File: src/rtl/csr_bank_irq.sv
// Bank of NUM_CFG RW config registers, a live status register, a sticky W1C event register and an interrupt enable register.
// Reads return 1 cycle after the access. Writes take effect at the access edge. irq, err and cfg_wr are registered.
// There is no backpressure: one access per cycle is always accepted.
//
// Ports:
//   clk, rstn          clock; asynchronous active-low reset
//   cs/wen/addr/strb/wdata  memory-style access (byte address, byte strobes)
//   rdata/rvalid       registered read data plus a one-cycle valid pulse
//   err                one-cycle pulse on a misaligned or unmapped access
//   cfg_out/cfg_wr     flattened config contents; per-register write pulse
//   sts_in             live status, read-only
//   evt_in             event pulses into the sticky register
//   irq                registered OR of (events & enables)
module csr_bank_irq #(
    parameter int DATA_WIDTH = 32,
    parameter int ADDR_WIDTH = 16,
    parameter int NUM_CFG    = 4,
    parameter logic [NUM_CFG*DATA_WIDTH-1:0] CFG_RST = '0
) (
    input  logic                          clk,
    input  logic                          rstn,
    input  logic                          cs,
    input  logic                          wen,
    input  logic [ADDR_WIDTH-1:0]         addr,
    input  logic [DATA_WIDTH/8-1:0]       strb,
    input  logic [DATA_WIDTH-1:0]         wdata,
    output logic [DATA_WIDTH-1:0]         rdata,
    output logic                          rvalid,
    output logic                          err,
    output logic [NUM_CFG*DATA_WIDTH-1:0] cfg_out,
    output logic [NUM_CFG-1:0]            cfg_wr,
    input  logic [DATA_WIDTH-1:0]         sts_in,
    input  logic [DATA_WIDTH-1:0]         evt_in,
    output logic                          irq
);
    localparam int STRB_WIDTH = DATA_WIDTH / 8;
    localparam int WW         = ADDR_WIDTH - 2;

    // Word indices of the registers that sit after the config array.
    localparam logic [WW-1:0] STS_IDX = WW'(NUM_CFG);
    localparam logic [WW-1:0] EVT_IDX = WW'(NUM_CFG + 1);
    localparam logic [WW-1:0] IEN_IDX = WW'(NUM_CFG + 2);

    logic [WW-1:0]         word;
    logic                  aligned;
    logic                  hit_cfg;
    logic                  hit_sts;
    logic                  hit_evt;
    logic                  hit_ien;
    logic                  bad;
    logic                  do_wr;
    logic                  do_rd;
    logic [DATA_WIDTH-1:0] bmask;
    logic [DATA_WIDTH-1:0] evt_clr;
    logic [DATA_WIDTH-1:0] evt_nxt;
    logic [DATA_WIDTH-1:0] ien_nxt;
    logic [DATA_WIDTH-1:0] rd_mux;
    logic [DATA_WIDTH-1:0] cfg_q [NUM_CFG];
    logic [DATA_WIDTH-1:0] evt_q;
    logic [DATA_WIDTH-1:0] ien_q;

    assign word    = addr[ADDR_WIDTH-1:2];
    assign aligned = (addr[1:0] == 2'b00);
    assign hit_cfg = aligned && (word < STS_IDX);
    assign hit_sts = aligned && (word == STS_IDX);
    assign hit_evt = aligned && (word == EVT_IDX);
    assign hit_ien = aligned && (word == IEN_IDX);

    // A bad access is decoded here once, then masked out of every side effect.
    assign bad   = cs && !(hit_cfg || hit_sts || hit_evt || hit_ien);
    assign do_wr = cs && wen && !bad;
    assign do_rd = cs && !wen;

    always_comb begin
        bmask = '0;
        for (int k = 0; k < STRB_WIDTH; k++) begin
            bmask[8*k +: 8] = {8{strb[k]}};
        end
    end

    // Set wins over clear: evt_in is ORed in after the W1C mask is applied.
    assign evt_clr = (do_wr && hit_evt) ? (wdata & bmask) : '0;
    assign evt_nxt = evt_in | (evt_q & ~evt_clr);
    assign ien_nxt = (do_wr && hit_ien) ? ((ien_q & ~bmask) | (wdata & bmask)) : ien_q;

    // Read mux uses pre-update register values. Unmapped and misaligned reads fall through to zero.
    always_comb begin
        rd_mux = '0;
        if (hit_cfg) begin
            for (int i = 0; i < NUM_CFG; i++) begin
                if (word == WW'(i)) begin
                    rd_mux = cfg_q[i];
                end
            end
        end
        if (hit_sts) rd_mux = sts_in;
        if (hit_evt) rd_mux = evt_q;
        if (hit_ien) rd_mux = ien_q;
    end

    always_ff @(posedge clk or negedge rstn) begin
        if (!rstn) begin
            for (int i = 0; i < NUM_CFG; i++) begin
                cfg_q[i] <= CFG_RST[i*DATA_WIDTH +: DATA_WIDTH];
            end
            cfg_wr <= '0;
            evt_q  <= '0;
            ien_q  <= '0;
            irq    <= 1'b0;
            rdata  <= '0;
            rvalid <= 1'b0;
            err    <= 1'b0;
        end else begin
            cfg_wr <= '0;
            for (int i = 0; i < NUM_CFG; i++) begin
                // An all-zero strobe is a no-op and must not pulse cfg_wr.
                if (do_wr && hit_cfg && (word == WW'(i)) && (|strb)) begin
                    cfg_q[i]  <= (cfg_q[i] & ~bmask) | (wdata & bmask);
                    cfg_wr[i] <= 1'b1;
                end
            end
            evt_q  <= evt_nxt;
            ien_q  <= ien_nxt;
            irq    <= |(evt_nxt & ien_nxt);
            rvalid <= do_rd;
            err    <= bad;
            if (do_rd) begin
                rdata <= rd_mux;
            end
        end
    end

    for (genvar g = 0; g < NUM_CFG; g++) begin : g_cfg_out
        assign cfg_out[g*DATA_WIDTH +: DATA_WIDTH] = cfg_q[g];
    end

endmodule

File: config.mk
export PLATFORM = sky130hd
export DESIGN_NAME = csr_bank_irq
export DESIGN_NICKNAME = d
export VERILOG_FILES = /design/src/rtl/csr_bank_irq.sv
export SDC_FILE = /design/constraint.sdc
export NUM_CORES = 1
export LEC_CHECK = 0
export CORE_ASPECT_RATIO = 0.75
export CORE_MARGIN = 1
export CORE_UTILIZATION = 49
export CTS_BUF_LIST = sky130_fd_sc_hd__clkbuf_4 sky130_fd_sc_hd__clkbuf_8 sky130_fd_sc_hd__clkbuf_16
export CTS_CLUSTER_SIZE = 10
export DETAILED_ROUTE_END_ITERATION = 8
export PLACE_DENSITY = 0.81
export SLEW_MARGIN = 20
export SYNTH_ARGS = -nofsm -noshare
export SYNTH_HDL_FRONTEND = slang
export SYNTH_SLANG_ARGS = --single-unit
File: constraint.sdc
create_clock -name clk -period 2.55 [get_ports clk]
set_input_delay 0.51 -clock clk [delete_from_list [all_inputs] [get_ports clk]]
set_output_delay 0.51 -clock clk [all_outputs]
set_load 0.05 [all_outputs]
* Word level (Yosys, flattened, before mapping)
Index checks and enable logic that the tools add are counted.
** Cells by class
- Magnitude comparators :: 1
- Equal/unequal tests :: 6
- Muxes and demuxes :: 14
- Bitwise logic cells :: 16
- Reduce and logical (&&, ||, !) cells :: 29
** Operator list (number)
- $mux W32 :: 10
- $and A32 B32 Y32 :: 8
- $or A32 B32 Y32 :: 6
- $not A32 Y32 :: 2
- $eq A14 B3 Y1 const B :: 3
- $reduce_or A32 Y1 :: 1
- $eq A14 B2 Y1 const B :: 2
- $logic_and A1 B1 Y1 :: 19
- $eq A14 B1 Y1 const B :: 1
- $logic_not A14 Y1 :: 1
- $lt A14 B3 Y1 const B :: 1
- $mux W1 :: 4
- $reduce_or A4 Y1 :: 1
- $logic_not A1 Y1 :: 3
- $logic_or A1 B1 Y1 :: 3
- $logic_not A2 Y1 :: 1
** Storage, ports and cells
- Register bits after elaboration :: 231
- Input bits :: 120
- Output and inout bits :: 167
- Word-level logic and storage cells :: 77

* Longest topological paths before layout
- Depth after elaboration :: 16
- Depth in mapped cells :: 11

* Worst setup path before layout
No wires, ideal clock.
- Path type :: input-to-reg
- Start :: input port addr[15]
- End :: register irq
- Setup time :: 138 ps
- Arrival time :: 2816 ps
- Data required time :: 2412 ps
- Path slack :: -405 ps
- Cell stages on the path :: 8
- Buffers on the path :: 1
- Path through :: nor4_4 -> and4_1 -> buf_4 -> nand3_4 -> mux2_4 -> a2111o_1 -> a2111o_1 -> or4_1
** On the way
- Elaborated cells between the ends (all ways) :: 24
- Classes of those cells :: order compare (1); eq/ne (3); mux (2); bitwise (4); reduce/logical (14)
** RTL lines
- start: declaration :: RTL line 24 : input logic [ADDR_WIDTH-1:0] addr,
- $lt A14 B3 Y1 or $eq A14 B3 Y1 (tied branches) :: RTL line 64, 65
- $logic_and A1 B1 Y1 (on tied branches) :: RTL line 64, 65
- $logic_or A1 B1 Y1 (3 in a row) :: RTL line 70 : assign bad = cs && !(hit_cfg || hit_sts || hit_evt || hit_ien);
- $logic_not A1 Y1 :: RTL line 70
- $logic_and A1 B1 Y1 :: RTL line 70
- $logic_not A1 Y1 :: RTL line 71 : assign do_wr = cs && wen && !bad;
- $logic_and A1 B1 Y1 :: RTL line 71
- $logic_and A1 B1 Y1 (*) :: RTL line 84 : assign ien_nxt = (do_wr && hit_ien) ? ((ien_q & ~bmask) | (wdata & bmask)) : ien_q;
- $mux W32 (*) :: RTL line 84
- named net ien_nxt[14] :: RTL line 56 : logic [DATA_WIDTH-1:0] ien_nxt;
- $and A32 B32 Y32 (*) :: RTL line 124 : irq <= |(evt_nxt & ien_nxt);
- $reduce_or A32 Y1 (*) :: RTL line 124
- end signal: assignment :: RTL line 124
- end: declaration :: RTL line 34 : output logic irq
Mark *: on every way through the listed nets, which the timed path passes. The rest lies on a longest branch.
A chain may end at the register's enable or synchronous reset.

* Worst setup path in the final report
- Start :: input port addr[10]
- End :: register irq
** On the way
- Word-level cells in the longest chain between the ends :: 16
- Elaborated cells between the ends (all ways) :: 24
- Classes of those cells :: order compare (1); eq/ne (3); mux (2); bitwise (4); reduce/logical (14)
** Ends and longest elaborated chain
- $lt A14 B3 Y1 or $eq A14 B3 Y1 (tied branches) :: RTL line 64, 65
- $logic_and A1 B1 Y1 (on tied branches) :: RTL line 64, 65
- $logic_or A1 B1 Y1 (3 in a row) :: RTL line 70
- $logic_not A1 Y1 :: RTL line 70
- $logic_and A1 B1 Y1 :: RTL line 70
- $logic_not A1 Y1 :: RTL line 71
- $logic_and A1 B1 Y1 :: RTL line 71
- $logic_and A1 B1 Y1 (*) :: RTL line 82 : assign evt_clr = (do_wr && hit_evt) ? (wdata & bmask) : '0;
- $mux W32 (*) :: RTL line 82
- $not A32 Y32 (*) :: RTL line 83 : assign evt_nxt = evt_in | (evt_q & ~evt_clr);
- $and A32 B32 Y32 (*) :: RTL line 83
- $or A32 B32 Y32 (*) :: RTL line 83
- named net evt_nxt[30] :: RTL line 55 : logic [DATA_WIDTH-1:0] evt_nxt;
- $and A32 B32 Y32 (*) :: RTL line 124
- $reduce_or A32 Y1 (*) :: RTL line 124
Marks and branches as above.

==> reports/summary.log <==
INFO  route          via_count=9484
INFO  global_route   grt_pass1_wl=55850um
INFO  floorplanning  boundaryPins=287
INFO  sta            rsz0062_at_grt=true
INFO  global_route   antenna_found_initial=0
INFO  sta            finalMaxSlewViolations=0
INFO  critical_path  cp_slowest_cell=or4_1
INFO  clock_network  cts-root-buf=clkbuf_16
INFO  critical_path  worst_setup_path_end_kind=register
INFO  logic_synthesis yosys_most_used_dff=dfrtp_1
INFO  sta            fmax=369.7MHz
INFO  critical_path  rr_startpoint=evt_q[9]
INFO  logic_synthesis synthCells=901
INFO  floorplanning  core-area=21120squm
INFO  placement      routabilityCongestion=0.9069
INFO  critical_path  crit_fanout=7
INFO  clock_network  cts_htree_levels=1
INFO  status         failed_checks=setup timing
INFO  hold_path      min_from=ien_q[28]
INFO  critical_path  cp_top_family=simple AND/OR/NAND/NOR gates
INFO  status         run_status=finished with violations
INFO  layout         fraction_of_layout_instances_using_a_drive_strength_above_1=29.48%
INFO  floorplanning  die_ht=129.2um
INFO  critical_path  timing.critical_path.buf_inv=5
INFO  logic_synthesis synth_cell_type_count=49
INFO  layout         layout_commonest_cell=clkdlybuf4s50_1
INFO  logic_synthesis ys_async_sr_fraction=100.0%
INFO  route          first_pass_iters=5
INFO  critical_path  startpoint_type=input port
INFO  clock_network  clock-sinks=231
INFO  power          comb_power_share=12.0%
INFO  clock_network  clk_path_buf_depth=3
INFO  logic_synthesis count_of_flip_flops_with_a_built_in_enable_after_synthesis=0
INFO  route          routed_wire_length_per_instance=23.46um
INFO  critical_path  criticalPathCategory=in2reg
INFO  logic_synthesis synth_top_area_cell=dfrtp_1
INFO  layout         syn_to_final_growth=49.86%
INFO  placement      detailed_placement_wirelength_estimate=27180um
INFO  sta            final_hold_viol_count=0
INFO  logic_synthesis netlist_top_cells_area=dfrtp_1, mux2_2, a21oi_1
INFO  logic_synthesis net_count_of_the_mapped_netlist=1021
INFO  logic_synthesis synth_sequential_area_ratio=54.65%
INFO  layout         final_nets=1424
INFO  clock_network  numCtsBuffers=27
INFO  power          powerDensity=505.2nW/um^2
INFO  sta            slew_headroom=60.35%
INFO  route          total_detailed_routing_wirelength=37400um
INFO  logic_synthesis syn_area_per_cell=11.74squm
INFO  floorplanning  rows=46
INFO  critical_path  timing.critical_path.slowest_cell_delay=510ps
INFO  power          peakVddDrop=0.3936mV
INFO  layout         insertedDiodeCount=0
INFO  logic_synthesis syn-cell-area=10580squm
INFO  sta            final.setup.worst_slack=-154.9ps
INFO  hold_path      worst_hold_path_type=reg2reg
INFO  sta            finalClockSkew=8.647ps
INFO  floorplanning  die-area=22180squm
INFO  critical_path  cp_cell_sequence=buf_6 > nor4_4 > nand4_2 > buf_6 > buf_4 > buf_4 > nor2_4 > buf_6 > a31oi_4 > a22o_1 > a2111o_1 > or4_1
INFO  hold_path      min_path_cells=2
INFO  power          netSwitchingPower=1.995mW
INFO  clock_network  tritoncts=built
INFO  logic_synthesis yosys_register_bits=231
INFO  logic_synthesis synthesis.yosys.warnings=0
INFO  layout         final_cells=1594
INFO  placement      dp_cells=1544
INFO  clock_network  cts.reportedPaths.clkPinSlew=50ps
INFO  power          internal-power=6.012mW
INFO  layout         fillerInstances=1403
INFO  sta            hold_slack=503.2ps
INFO  power          switching_share_of_power=24.92%
INFO  power          power_leakage=7.065nW
INFO  sta            post-route-min-period=2705ps
INFO  critical_path  crit_path_frequent_cell=buf_6
INFO  power          share_clk_of_total_power=41.0%
INFO  sta            timing_worst_slew_pin_value=592.9ps
INFO  placement      io_buffers=286
INFO  critical_path  worstPathArrival=3090ps
INFO  logic_synthesis synth.top_cell.area_share=54.65%
INFO  critical_path  ff2ff_setup_slack=470ps
INFO  sta            timing.final.setup_violations=1
INFO  route          detail_route.drc_violations=0
INFO  floorplanning  initial_utilization=50.08%
INFO  critical_path  worstReg2RegEnd=irq
INFO  global_route   vias_in_the_first_global_route=9437
INFO  route          route.antenna.remaining_nets=0
INFO  sta            final_worst_path_cycle_share=106.1%
INFO  route          drt-vias-per-instance=5.950
INFO  power          pwr-share-seq=47.0%
INFO  run            drv.max_cap_violation_count=0
INFO  critical_path  required=2940ps
INFO  floorplanning  floorplan.die.width=171.7um
INFO  layout         layout_common_cells=clkdlybuf4s50_1, dfrtp_1, mux2_2, buf_4
INFO  global_route   pin_count_of_the_biggest_net_entering_global_routing=65
INFO  clock_network  insertion_delay=510ps
INFO  hold_path      timing.hold.worst_endpoint=ien_q[28]
INFO  global_route   globalRouteTotalUtil=33.64%
INFO  global_route   globalRoute.totalOverflow=0
INFO  critical_path  timing.reg2reg.worst_path_depth=5
INFO  route          drt_iter0_markers=709
## synthesized netlist by cell type (3+ instances only)
| cell type | count |
|---|---|
| mux2i_1 | 28 |
| buf_1 | 5 |
| a31oi_1 | 8 |
| nand2b_1 | 23 |
| dfrtp_1 | 231 |
| or2_2 | 5 |
| a21oi_1 | 75 |
| mux2_1 | 4 |
| a21boi_0 | 9 |
| o32a_1 | 6 |
| mux4_2 | 4 |
| clkbuf_1 | 38 |
| a22o_1 | 5 |
| inv_1 | 7 |
| nand2_1 | 86 |
| o22a_1 | 16 |
| nand3_1 | 3 |
| a22oi_1 | 20 |
| nand4_1 | 11 |
| mux2_2 | 151 |
| a221oi_1 | 25 |
| o21ai_0 | 35 |
| nor2_1 | 68 |
## cell type report
cell class,instances,area [sq um],area share [%]
inverters,7,26.28,0.1658
well taps,288,360.3,2.273
clock inverters,1,8.758,0.05525
repair buffers,420,4113,25.95
clock buffers,30,698.2,4.404
flip-flops and latches,231,5781,36.47
multi-input cells,617,4865,30.69
## worst min-delay path: stages (launching register included)
cell and delay (ps):
dfrtp_1 340, o21ai_1 80, nand2_1 50
## metrics by stage
step	util [%]	TNS [ps]	setup slack [ps]	total power [mW]	cell area (sq um)
after floorplan	-	-625.2	-179.3	4.186	10640
after global placement	70.22	-90680	-1033	4.762	14830
after detailed placement	70.22	-106260	-1061	4.773	14830
after CTS	74.13	-167.1	-167.1	8.042	15660
after global routing	75.04	-1502	-202.7	8.239	15850
final	75.04	-154.9	-154.9	8.008	15850
## layer usage
metal	part of all wire (%)	vias to the layer above	wire length (um)	track usage (%)
met5	0	-	0	0
met4	2.8	0	1052	9.611
met3	9.8	81	3666	8.033
met2	45	522	16840	52.27
met1	42	4765	15840	47.13
li1	-	4116	-	-
## power by group through the flow
stage | Combinational (mW) | Clock (mW) | Sequential (mW)
2_1_floorplan | 0.148 | 0 | 4.04
3_3_place_gp | 0.935 | 0 | 3.83
3_5_place_dp | 0.944 | 0 | 3.83
4_1_cts | 0.951 | 3.33 | 3.76
5_1_grt | 1.01 | 3.46 | 3.77
6_report | 0.963 | 3.28 | 3.77
## logic make-up after synthesis
group                  synth area share [%]
muxes                                 20.14
AOI/OAI and AO/OA                     13.04
DFF                                   54.65
buffers and inverters                 1.940
and+or+nand+nor                       10.23
## timing repair
item                                    CTS  global route
buffers inserted                         10            10
endpoints found under the setup margin  132            47
pin swaps                                13            20
hold buffers                              1             0
hold endpoints to repair                 57             0
resized for setup                        67            45
cloned                                    0             0
## how the worst max path moves through the flow
stage	startpoint	endpoint	slack, ps	cells past startpoint
final	addr[10]	irq	-150	12
after detailed placement	addr[11]	irq	-1060	8
after global placement	addr[6]	irq	-1030	8
after CTS	addr[12]	irq	-170	9
after global routing	addr[10]	irq	-200	12
after floorplan	addr[6]	irq	-180	8
(Power assumes the default switching activity.)
